$ cat config.mk
export PLATFORM = sky130hd
export DESIGN_NAME = uart_rx_word_controller
export DESIGN_NICKNAME = d
export VERILOG_FILES = /design/src/rtl/uart_rx_word_controller.sv
export SDC_FILE = /design/constraint.sdc
export NUM_CORES = 1
export LEC_CHECK = 0
export CAP_MARGIN = 5
export CELL_PAD_IN_SITES_DETAIL_PLACEMENT = 0
export CELL_PAD_IN_SITES_GLOBAL_PLACEMENT = 1
export CORE_UTILIZATION = 45
export DETAILED_ROUTE_END_ITERATION = 10
export GPL_TIMING_DRIVEN = 0
export HOLD_SLACK_MARGIN = 0.02
export MAX_ROUTING_LAYER = met4
export PLACE_DENSITY_LB_ADDON = 0.3
export SLEW_MARGIN = 20
export SYNTH_ARGS = -nofsm -noshare
export SYNTH_HDL_FRONTEND = slang
export SYNTH_SLANG_ARGS = --single-unit
export TNS_END_PERCENT = 10
$ cat constraint.sdc
create_clock -name clk -period 6.7 [get_ports clk]
set_input_delay 2.01 -clock clk [delete_from_list [all_inputs] [get_ports clk]]
set_output_delay 2.01 -clock clk [all_outputs]
set_load 0.02 [all_outputs]
$ cat src/rtl/uart_rx_word_controller.sv
// ---------------------------------------------------------------------------
// uart_rx_word_controller
//
// Read-side sequencer for the UART receive FIFO. Bytes are drained from the
// FIFO and packed little-endian into a word of BYTES_PER_WORD bytes. The word
// is offered to the consumer on a valid/ready handshake. If the line goes
// quiet in the middle of a word for longer than TIMEOUT_BYTES character
// times, the partial word is dropped and timeout_err pulses for one cycle.
// Dropping the partial word keeps later words aligned to byte 0.
//
// Ports
//   clk          : single clock
//   rst          : asynchronous, active-high reset
//   fifo_dout    : FIFO read data, valid the cycle after fifo_re
//   fifo_empty   : FIFO empty flag
//   fifo_re      : FIFO read enable (never asserted while fifo_empty)
//   word         : assembled word, byte 0 in [7:0]
//   word_valid   : word is available, held until word_ready
//   word_ready   : consumer accepts word
//   timeout_err  : one-cycle pulse when a partial word is discarded
//   busy         : partial word held or word_valid high
// ---------------------------------------------------------------------------
module uart_rx_word_controller #(
    parameter logic [31:0] CLOCK_FREQUENCY = 32'd100_000_000,
    parameter logic [31:0] BAUD_RATE       = 32'd115200,
    parameter logic [31:0] BYTES_PER_WORD  = 32'd4,
    parameter logic [31:0] TIMEOUT_BYTES   = 32'd4
) (
    input  logic                          clk,
    input  logic                          rst,
    input  logic [7:0]                    fifo_dout,
    input  logic                          fifo_empty,
    output logic                          fifo_re,
    output logic [8*BYTES_PER_WORD-1:0]   word,
    output logic                          word_valid,
    input  logic                          word_ready,
    output logic                          timeout_err,
    output logic                          busy
);

    // 10 bit times per character (start + 8 data + stop).
    localparam logic [31:0] TIMEOUT_CYCLES =
        TIMEOUT_BYTES * 32'd10 * (CLOCK_FREQUENCY / BAUD_RATE);
    localparam logic [31:0] TIMEOUT_LAST = TIMEOUT_CYCLES - 32'd1;

    // A single-byte word still needs a 1-bit index register.
    localparam int IDX_W = (BYTES_PER_WORD > 32'd1) ? $clog2(BYTES_PER_WORD) : 1;
    localparam logic [IDX_W-1:0] LAST_IDX = IDX_W'(BYTES_PER_WORD - 32'd1);
    localparam int NUM_LANES = int'(BYTES_PER_WORD);

    typedef enum logic [1:0] {
        FETCH   = 2'd0,
        CAPTURE = 2'd1,
        OUTPUT  = 2'd2
    } state_t;

    state_t                        r_state;
    state_t                        w_next_state;

    logic [IDX_W-1:0]              r_idx;
    logic [31:0]                   r_cnt;
    logic [8*BYTES_PER_WORD-1:0]   r_word;
    logic                          r_word_valid;
    logic                          r_timeout_err;

    // Decoded per-cycle events, produced by the output process.
    logic                          w_fifo_re;
    logic                          w_idle_wait;
    logic                          w_timeout_hit;
    logic                          w_last_byte;
    logic                          w_handshake;

    // -----------------------------------------------------------------------
    // FSM process 1: state register
    // -----------------------------------------------------------------------
    always_ff @(posedge clk or posedge rst) begin
        if (rst) begin
            r_state <= FETCH;
        end else begin
            r_state <= w_next_state;
        end
    end

    // -----------------------------------------------------------------------
    // FSM process 2: next-state logic
    // -----------------------------------------------------------------------
    always_comb begin
        w_next_state = r_state;
        case (r_state)
            FETCH: begin
                // A timeout keeps the FSM in FETCH; only a read leaves it.
                if (!fifo_empty) begin
                    w_next_state = CAPTURE;
                end
            end
            CAPTURE: begin
                if (r_idx == LAST_IDX) begin
                    w_next_state = OUTPUT;
                end else begin
                    w_next_state = FETCH;
                end
            end
            OUTPUT: begin
                if (r_word_valid && word_ready) begin
                    w_next_state = FETCH;
                end
            end
            default: begin
                w_next_state = FETCH;
            end
        endcase
    end

    // -----------------------------------------------------------------------
    // FSM process 3: output / event decode
    // -----------------------------------------------------------------------
    always_comb begin
        w_fifo_re     = 1'b0;
        w_idle_wait   = 1'b0;
        w_timeout_hit = 1'b0;
        w_last_byte   = 1'b0;
        w_handshake   = 1'b0;
        case (r_state)
            FETCH: begin
                w_fifo_re = !fifo_empty;
                // Counting only while a partial word is held; a pending read
                // takes priority over a terminal count in the same cycle.
                w_idle_wait   = fifo_empty && (r_idx != '0);
                w_timeout_hit = w_idle_wait && (r_cnt == TIMEOUT_LAST);
            end
            CAPTURE: begin
                w_last_byte = (r_idx == LAST_IDX);
            end
            OUTPUT: begin
                w_handshake = r_word_valid && word_ready;
            end
            default: begin
                w_fifo_re = 1'b0;
            end
        endcase
    end

    // -----------------------------------------------------------------------
    // Byte index and inter-byte timeout counter
    // -----------------------------------------------------------------------
    always_ff @(posedge clk or posedge rst) begin
        if (rst) begin
            r_idx         <= '0;
            r_cnt         <= '0;
            r_timeout_err <= 1'b0;
        end else begin
            r_timeout_err <= 1'b0;
            case (r_state)
                FETCH: begin
                    if (!fifo_empty) begin
                        r_cnt <= '0;
                    end else if (w_idle_wait) begin
                        if (w_timeout_hit) begin
                            r_idx         <= '0;
                            r_cnt         <= '0;
                            r_timeout_err <= 1'b1;
                        end else begin
                            r_cnt <= r_cnt + 32'd1;
                        end
                    end else begin
                        r_cnt <= '0;
                    end
                end
                CAPTURE: begin
                    if (w_last_byte) begin
                        r_idx <= '0;
                    end else begin
                        r_idx <= r_idx + IDX_W'(1);
                    end
                end
                default: begin
                    r_idx <= r_idx;
                end
            endcase
        end
    end

    // -----------------------------------------------------------------------
    // Word register and valid flag
    // -----------------------------------------------------------------------
    always_ff @(posedge clk or posedge rst) begin
        if (rst) begin
            r_word       <= '0;
            r_word_valid <= 1'b0;
        end else begin
            if (r_state == CAPTURE) begin
                for (int i = 0; i < NUM_LANES; i++) begin
                    if (r_idx == IDX_W'(i)) begin
                        r_word[i*8 +: 8] <= fifo_dout;
                    end
                end
                if (w_last_byte) begin
                    r_word_valid <= 1'b1;
                end
            end else if (w_handshake) begin
                // Clearing the word means stale lanes never leak into the
                // next word if it is later truncated by a timeout.
                r_word       <= '0;
                r_word_valid <= 1'b0;
            end
        end
    end

    assign fifo_re     = w_fifo_re;
    assign word        = r_word;
    assign word_valid  = r_word_valid;
    assign timeout_err = r_timeout_err;
    // Derived from registers only, so no combinational input-to-output path.
    assign busy        = (r_idx != '0) || r_word_valid;

endmodule

==> impl_metrics.toml, run 1 <==
[detailed_routing]
routed_wl_um = 8560
vias_per_cell = 5.68
wire_per_inst_um = 16.2
vias = 3001
route.detailed.drc = 0
drt.antenna.violating_nets = 0
dr.pass1.iters = 5
drt_iter0_drc = 200

[power_and_ir_drop]
power_leakage_nw = 1.76
vdd_drop_max_mv = 0.226
power_density_mw_per_mm2 = 363

[global_route]
overflow = 0
grt_pass1_wl_um = 13600
grt_pass1_vias = 2679
track_usage_pct = 24.0
grt_max_degree = 53
antenna_found_initial = 0

[clocking]
clkSlewWorstSetupHoldPaths_ns = 0.07
htreeDepth = 3
cts_resized = 0
postCtsSetupBuffers = 0
clockBufferDepth = 2
cts_root_buf = "clkbuf_8"
cts_made_buffers = 9
cts_tree = "built"
clk_latency_ns = 0.35
cts.sinks = 70
ctsHoldBuffers = 0

[setup_path]
required_ns = 4.69
crit_path_end_kind = "output pin"
cp_slowest_cell = "clkdlybuf4s50_1"
crit_path_frequent_cell = "clkdlybuf4s50_1"
cp_max_fo = 4
critPathLaunchType = "input pin"
max_stage_delay_ns = 0.62
crit_chain = "clkdlybuf4s50_1 > nor2_1 > clkdlybuf4s50_1"
crit_type = "input pin to output pin"
worst_ep_arrival_time_ns = 3.21

[die]
rows = 31
fp.dieW_um = 88.6
die_h_um = 88.6
coreArea_mm2 = 0.00725
start_util_pct = 46.5
ios = 48
die-area_mm2 = 0.00785

[sta]
rsz0062_at_grt = "false"
finClkSkew_ns = 0.0103
whs_ns = 0.481
period_share_pct = 77.9
tns_ns = 0
fmax_mhz = 192
hold_viol_final = 0
setup_viol = 0
relSlewSlack_pct = 55.9
fin_crit_ns = 5.22
maxSlewViolCount = 0
tightest_slew_ns = 0.661

[final_layout]
finish.utilization_pct = 57.7
mostFrequentLayoutCells = "nand2_1, dfrtp_1, o21ai_0"
syn2layout_area_growth_pct = 24.0
final_nets = 441
layout_commonest_cell = "nand2_1"
diodes = 0
drive_above_1_share_pct = 8.86

[synthesis]
yosys.area_share.simple_pct = 21.8
synth_top_family_by_area = "simple AND/OR/NAND/NOR gates"
synthesis.nets = 382
yosys.area_share.xor_xnor_pct = 1.56
synthTopCellsByArea = "dfrtp_1, nand2_1, o21ai_0"
synth_cells = 365
synth_top_area_share_pct = 51.9
netlist_area_mm2 = 0.00337
synth_area_leader_cell = "dfrtp_1"
synthMuxAreaShare_pct = 0.890
ys_seq_elements = 70
synth_compound_area_share_pct = 18.1
ys_seq_area_share_pct = 51.9
synth_warnings = 0
synthAdderAreaFrac_pct = 1.85
yosysUniqueCellTypes = 40
syn-mean-instance-area_um2 = 9.25

[placement]
io_buffers = 47
hpwl_um = 5970
gp_congestion = 0.869

[run]
maxCapViolations = 0

[hold_path]
hold_path_class = "flop to flop"

[run_status]
status = "complete, no violations"
## kinds of logic (layout without fill, tap and decap cells)
group,after synthesis,in the layout
AND/OR/NAND/NOR,149,149
buffers and inverters,29,93
flip-flops,70,70
adder cells (fa/ha/maj),5,5
AO/OA/AOI/OAI,103,103
multiplexers,3,3
XOR/XNOR,6,6
## Yosys cell counts (all sizes together)
master   number
a41oi         5
mux2i         3
nand3        13
a21o          1
nor4          5
o21bai        1
or2           2
a22o          5
o31a          2
o22a          1
nor2b         2
clkbuf       11
inv           9
nand4         8
nor2         12
xor2          5
nor4b         2
dfrtp        70
and4          7
and2          2
a31oi        16
a31o          2
buf           9
ha            5
xnor2         1
nand2b        4
and3         10
a2bb2oi       1
or3           3
o21ai        48
a21oi        20
nor3          6
o22ai         1
nand2        73
## sequential cells by signal, summed over array words and instances, names as in the netlist
| signal | flops |
|---|---|
| r_cnt | 32 |
| word | 32 |
| r_idx | 2 |
| r_state | 2 |
| timeout_err | 1 |
| word_valid | 1 |
## worst max-delay path, delay by kind of cell
| kind | cells | cell delay, ns |
|---|---|---|
| and+or+nand+nor | 1 | 0.12 |
| buffers and inverters | 2 | 1.08 |
## worst paths after layout
path,from,endpoint,slack [ns],cells past startpoint
worst max-delay path,fifo_empty,fifo_re,1.48,3
worst min-delay path,word[6]$_DFFE_PP0P_,word[6]$_DFFE_PP0P_,0.48,2
worst max register to register,r_cnt[0]$_DFFE_PP0P_,r_cnt[18]$_DFFE_PP0P_,4.38,8
worst min register to register,word[6]$_DFFE_PP0P_,word[6]$_DFFE_PP0P_,0.48,2
max in group asynchronous,rst,word_valid$_DFFE_PP0P_,4.21,3
min in group asynchronous,rst,r_cnt[26]$_DFFE_PP0P_,1.95,2
## layout make-up
class | count | area (um^2)
plain buffers | 20 | 98.8
flip-flops and latches | 70 | 1750
repair buffers | 48 | 498
well taps | 99 | 124
clock inverters | 6 | 46.3
inverters | 9 | 36.3
multi-input cells | 266 | 1490
clock buffers | 10 | 138
fillers | 671 | 3070
## metrics by stage
stage	area, um^2	instances	power [mW]	setup slack, ns
after detailed placement	4000	512	1.21	1.49
final	4180	528	1.52	1.48
after CTS	4180	528	1.53	1.48
after global placement	3970	511	1.19	1.49
after global routing	4180	528	1.61	1.44
after floorplan	3370	365	0.927	2.39
## power by group
| group | internal, mW | switching, mW | total (mW) |
|---|---|---|---|
| clock | 0.146 | 0.173 | 0.319 |
| sequential | 0.518 | 0.0668 | 0.584 |
| combinational | 0.245 | 0.368 | 0.614 |
## per-layer routing
layer | vias to the layer above | global-route usage [%] | share of wire [%]
met5 | - | - | 0
met4 | 0 | 9.24 | 1.5
met3 | 14 | 3.08 | 4.2
met1 | 1471 | 34.0 | 49
met2 | 93 | 35.0 | 46
li1 | 1423 | - | -
No activity file was read; power rests on OpenSTA's default activity.
==> run 2, diff against run 1 <==
--- a/config.mk
+++ b/config.mk
@@ -8,7 +8,7 @@
 export CAP_MARGIN = 5
 export CELL_PAD_IN_SITES_DETAIL_PLACEMENT = 0
 export CELL_PAD_IN_SITES_GLOBAL_PLACEMENT = 1
-export CORE_UTILIZATION = 45
+export CORE_UTILIZATION = 41
 export DETAILED_ROUTE_END_ITERATION = 10
 export GPL_TIMING_DRIVEN = 0
 export HOLD_SLACK_MARGIN = 0.02
==> constraint.sdc (replaced) <==
create_clock -name clk -period 5.45 [get_ports clk]
set_input_delay 1.635 -clock clk [delete_from_list [all_inputs] [get_ports clk]]
set_output_delay 1.635 -clock clk [all_outputs]
set_load 0.02 [all_outputs]
==> run 2 against run 1 <==
Net effect:
- combinational power is 22% higher
- first-iteration DRC count is 16% higher
- worst hold slack lost 0.0013 ns
- register-to-register slack worse by 1.2 ns
- clock power is 23% higher
- largest power group unchanged
- critical path type unchanged
- via count down 1.9%
- sequential power rose by 23%
==> impl_metrics.toml, run 2 (synthesis gave the netlist of run 1 again) <==
[run_status]
status = "complete, no violations"

[final_layout]
layout_commonest_cell = "nand2_1"
final_nets = 441
final_cells = 531
syn2layout_area_growth_pct = 23.8
finish.utilization_pct = 53.2
mostFrequentLayoutCells = "nand2_1, dfrtp_1, o21ai_0"
drive_above_1_share_pct = 8.86
final_cell_area_mm2 = 0.00418
fillers = 753
diodes = 0

[clocking]
cts_root_buf = "clkbuf_8"
clockBufferDepth = 2
htreeDepth = 3
clk_latency_ns = 0.36
clkSlewWorstSetupHoldPaths_ns = 0.08
cts_tree = "built"
cts_resized = 0
postCtsSetupBuffers = 0
cts.sinks = 70
cts_made_buffers = 9
ctsHoldBuffers = 0

[setup_path]
max_stage_delay_ns = 0.61
crit_buf_inv = 2
crit_path_frequent_cell = "clkdlybuf4s50_1"
worst_ep_arrival_time_ns = 2.82
critPathLaunchType = "input pin"
cp_slowest_cell = "clkdlybuf4s50_1"
crit_type = "input pin to output pin"
crit_chain = "clkdlybuf4s50_1 > nor2_1 > clkdlybuf4s50_1"
crit_family = "buffers and inverters"
rrSetupSlack_ns = 3.17
cp_max_fo = 4
crit_path_end_kind = "output pin"
required_ns = 3.82

[sta]
finClkSkew_ns = 0.00894
fmax_mhz = 225
relSlewSlack_pct = 58.2
timing.final.ws_setup_ns = 0.998
maxSlewViolCount = 0
period_share_pct = 81.7
hold_viol_final = 0
fin_crit_ns = 4.45
tns_ns = 0
setup_viol = 0
tightest_slew_ns = 0.627
rsz0062_at_grt = "false"

[detailed_routing]
vias_per_cell = 5.55
routed_wl_um = 8520
route.detailed.drc = 0
drt_iter0_drc = 231
dr.pass1.iters = 4
vias = 2945
drt.antenna.violating_nets = 0
wire_per_inst_um = 16.0

[global_route]
antenna_found_initial = 0
grt_pass1_wl_um = 13900
grt_busiest_layer = "met2"
overflow = 0
grt_pass1_vias = 2672
grt_use_met2_pct = 31.5
use_met1_pct = 30.4
globalRouteMet3Util_pct = 4.93
track_usage_pct = 21.8
grt_max_degree = 43

[die]
ios = 48
fp.dieW_um = 92.7
die-area_mm2 = 0.00860
rows = 32
die_h_um = 92.7
start_util_pct = 43.0
coreArea_mm2 = 0.00785

[run]
maxCapViolations = 0

[hold_path]
hold_path_class = "flop to flop"

[placement]
hpwl_um = 6100
io_buffers = 47
gp_congestion = 0.857
dpl_cell_area_mm2 = 0.00400
placed_cells = 515
dp_slack_ns = 1.00

[power_and_ir_drop]
vdd_drop_max_mv = 0.254
power_density_mw_per_mm2 = 445
power_leakage_nw = 1.75
==> run 2: cell types whose count changed in the layout (fill, tap and decap cells not counted), sizes merged <==
cell      before  now
inv           10   11
clkinvlp       2    3
clkinv         3    1
==> run 2: final timing paths <==
| kind | start | cells after the start | endpoint |
|---|---|---|---|
| worst min-delay path | word[4]$_DFFE_PP0P_ | 2 | word[4]$_DFFE_PP0P_ |
| min in group asynchronous | rst | 2 | r_cnt[23]$_DFFE_PP0P_ |
| max in group asynchronous | rst | 3 | r_cnt[14]$_DFFE_PP0P_ |
| worst min register to register | word[4]$_DFFE_PP0P_ | 2 | word[4]$_DFFE_PP0P_ |
| worst max register to register | r_cnt[0]$_DFFE_PP0P_ | 8 | r_cnt[18]$_DFFE_PP0P_ |
| worst max-delay path | fifo_empty | 3 | fifo_re |
==> run 2: routing by layer <==
metal / part of all wire, % / wire length (um)
met1: 48 / 4070
met4: 1.1 / 94
met5: 0 / 0
met2: 46 / 3920
met3: 5.1 / 438
==> run 2: power breakdown <==
group / switching (mW) / internal (mW) / total, mW
Sequential: 0.0835 / 0.636 / 0.720
Clock: 0.212 / 0.180 / 0.391
Combinational: 0.446 / 0.301 / 0.747
==> run 2: worst min-delay path, cell delays in order, from the launching register on <==
cell     delay [ns]
dfrtp_1        0.35
nand2_1        0.04
o21ai_0        0.06
==> run 2: cell type report <==
cell class	count	area [um^2]	area share [%]
sequential	70	1750	41.9
timing repair buffer	48	490	11.7
inverter	9	36.3	0.869
clock buffer	10	138	3.29
buffer	20	98.8	2.37
multi-input combinational	266	1490	35.7
clock inverter	6	45.0	1.08
tap	102	128	3.05
==> run 2: through the flow <==
| stage | power [mW] | hold slack, ns |
|---|---|---|
| final | 1.86 | 0.480 |
| after global routing | 1.98 | 0.504 |
| after CTS | 1.88 | 0.487 |
| after detailed placement | 1.48 | 0.469 |
| after global placement | 1.47 | 0.461 |
| after floorplan | 1.14 | 0.468 |
==> run 3, diff against run 2 <==
--- a/config.mk
+++ b/config.mk
@@ -8,7 +8,7 @@
 export CAP_MARGIN = 5
 export CELL_PAD_IN_SITES_DETAIL_PLACEMENT = 0
 export CELL_PAD_IN_SITES_GLOBAL_PLACEMENT = 1
-export CORE_UTILIZATION = 41
+export CORE_UTILIZATION = 37
 export DETAILED_ROUTE_END_ITERATION = 10
 export GPL_TIMING_DRIVEN = 0
 export HOLD_SLACK_MARGIN = 0.02
==> constraint.sdc (replaced) <==
create_clock -name clk -period 3.9 [get_ports clk]
set_input_delay 1.17 -clock clk [delete_from_list [all_inputs] [get_ports clk]]
set_output_delay 1.17 -clock clk [all_outputs]
set_load 0.02 [all_outputs]
==> run 3 against run 2 <==
Net effect:
- clock-buffer cell count stayed put
- final cell count is 1.1% higher
- setup slack worse by 0.74 ns
- sequential cell count stayed put
- die area is 11% higher
- final area is 0.21% higher
- core utilization is 5.5 points lower
- non-clock buffer count stayed put
- via count is 1.2% higher
- largest cell class unchanged
- highest routed layer unchanged
==> impl_metrics.toml, run 3 (synthesis gave the netlist of run 1 again) <==
[final_layout]
final_nets = 441
layout_commonest_cell = "nand2_1"
syn2layout_area_growth_pct = 24.1
diodes = 0
final_cells = 537
drive_above_1_share_pct = 8.86
final_cell_area_mm2 = 0.00419
mostFrequentLayoutCells = "nand2_1, dfrtp_1, o21ai_0"

[global_route]
overflow = 0
grt_pass1_wl_um = 14800
grt_pass1_vias = 2823
antenna_found_initial = 0
globalRouteMet3Util_pct = 4.17
grt_busiest_layer = "met1"
grt_use_met2_pct = 28.9
use_met1_pct = 29.2
track_usage_pct = 20.3
grt_max_degree = 40

[power_and_ir_drop]
netSwitchingPower_mw = 1.05
p_seq_share_pct = 38.8
vdd_drop_max_mv = 0.319
power_density_mw_per_mm2 = 623
power_leakage_nw = 1.76
p_total_mw = 2.61
clkPwrFrac_pct = 21.0
internal_power_mw = 1.56
power_frac_comb_pct = 40.3
switching_share_pct = 40.1

[sta]
setup_viol = 0
rsz0062_at_grt = "false"
fmax_mhz = 274
maxSlewViolCount = 0
fin_crit_ns = 3.65
finClkSkew_ns = 0.0109
tightest_slew_ns = 0.594
period_share_pct = 93.5
hold_viol_final = 0
relSlewSlack_pct = 60.4

[setup_path]
cp_max_fo = 10
worst_ep_arrival_time_ns = 2.48
critPathLaunchType = "flop"
required_ns = 2.73
crit_path_end_kind = "output pin"
crit_type = "flop to output pin"

[clocking]
htreeDepth = 3
postCtsSetupBuffers = 0
cts_tree = "built"
clockBufferDepth = 2
ctsHoldBuffers = 0
clk_latency_ns = 0.36
cts_made_buffers = 9
cts_resized = 0
cts_root_buf = "clkbuf_8"
cts.sinks = 70
clkSlewWorstSetupHoldPaths_ns = 0.08

[detailed_routing]
wire_per_inst_um = 16.3
routed_wl_um = 8740
vias = 2979
vias_per_cell = 5.55
dr.pass1.iters = 4
drt.antenna.violating_nets = 0
route.detailed.drc = 0
drt_iter0_drc = 211

[hold_path]
hold_path_class = "flop to flop"

[die]
ios = 48
start_util_pct = 38.5
fp.dieW_um = 97.5
die_h_um = 97.5
coreArea_mm2 = 0.00876
rows = 34
die-area_mm2 = 0.00951

[placement]
io_buffers = 47
placed_cells = 521
gp_congestion = 0.817
hpwl_um = 6240
dpl_cell_area_mm2 = 0.00400

[run]
maxCapViolations = 0

[run_status]
status = "complete, no violations"
-- run 3: cell types whose count changed in the layout (fill, tap and decap cells not counted), sizes merged --
cell	before	now
clkinv	1	3
clkinvlp	3	2
inv	11	10
-- run 3: path summary, 6_finish.rpt --
path	end	start	cells past startpoint	slack, ns
max	fifo_re	r_state[0]$_DFFE_PP0P_	5	0.25
min	word[16]$_DFFE_PP0P_	word[16]$_DFFE_PP0P_	2	0.48
max reg2reg	r_cnt[18]$_DFFE_PP0P_	r_cnt[0]$_DFFE_PP0P_	8	1.64
min reg2reg	word[16]$_DFFE_PP0P_	word[16]$_DFFE_PP0P_	2	0.48
max in group asynchronous	r_cnt[3]$_DFFE_PP0P_	rst	3	2.14
min in group asynchronous	word[8]$_DFFE_PP0P_	rst	2	1.21
-- run 3: worst max-delay path, stage by stage, from the launching register on --
cell,delay [ns]
dfrtp_1,0.45
or2_2,0.31
clkbuf_1,0.24
clkbuf_1,0.34
nor2_1,0.16
clkdlybuf4s50_1,0.62
-- run 3: metal layers --
metal,vias up,share of wire [%]
li1,1427,-
met1,1474,51
met2,69,45
met3,9,3.9
met4,0,0.87
met5,-,0
-- run 3: cell type report --
class                   count  area [um^2]
repair buffers             48          490
inverters                   9         36.3
flip-flops and latches     70         1750
plain buffers              20         98.8
fillers                   888         4580
well taps                 108          135
clock inverters             6         46.3
clock buffers              10          138
multi-input cells         266         1490
-- run 3: per-stage QoR --
step | util (%) | setup TNS [ns] | worst slack (ns) | hold slack, ns
global route | 47.8 | 0 | 0.0882 | 0.513
detailed placement | 45.7 | 0 | 0.348 | 0.469
CTS | 47.8 | 0 | 0.227 | 0.489
floorplan | - | 0 | 0.962 | 0.468
global placement | 45.4 | -25.00 | -0.360 | 0.463
finish | 47.8 | 0 | 0.255 | 0.483
-- run 3: power by group through the flow --
stage	Clock, mW	Combinational (mW)	Sequential [mW]
2_1_floorplan	0	0.428	1.17
3_3_place_gp	0	1.04	1.02
3_5_place_dp	0	1.06	1.03
4_1_cts	0.559	1.06	1.01
5_1_grt	0.594	1.15	1.04
6_report	0.547	1.05	1.01
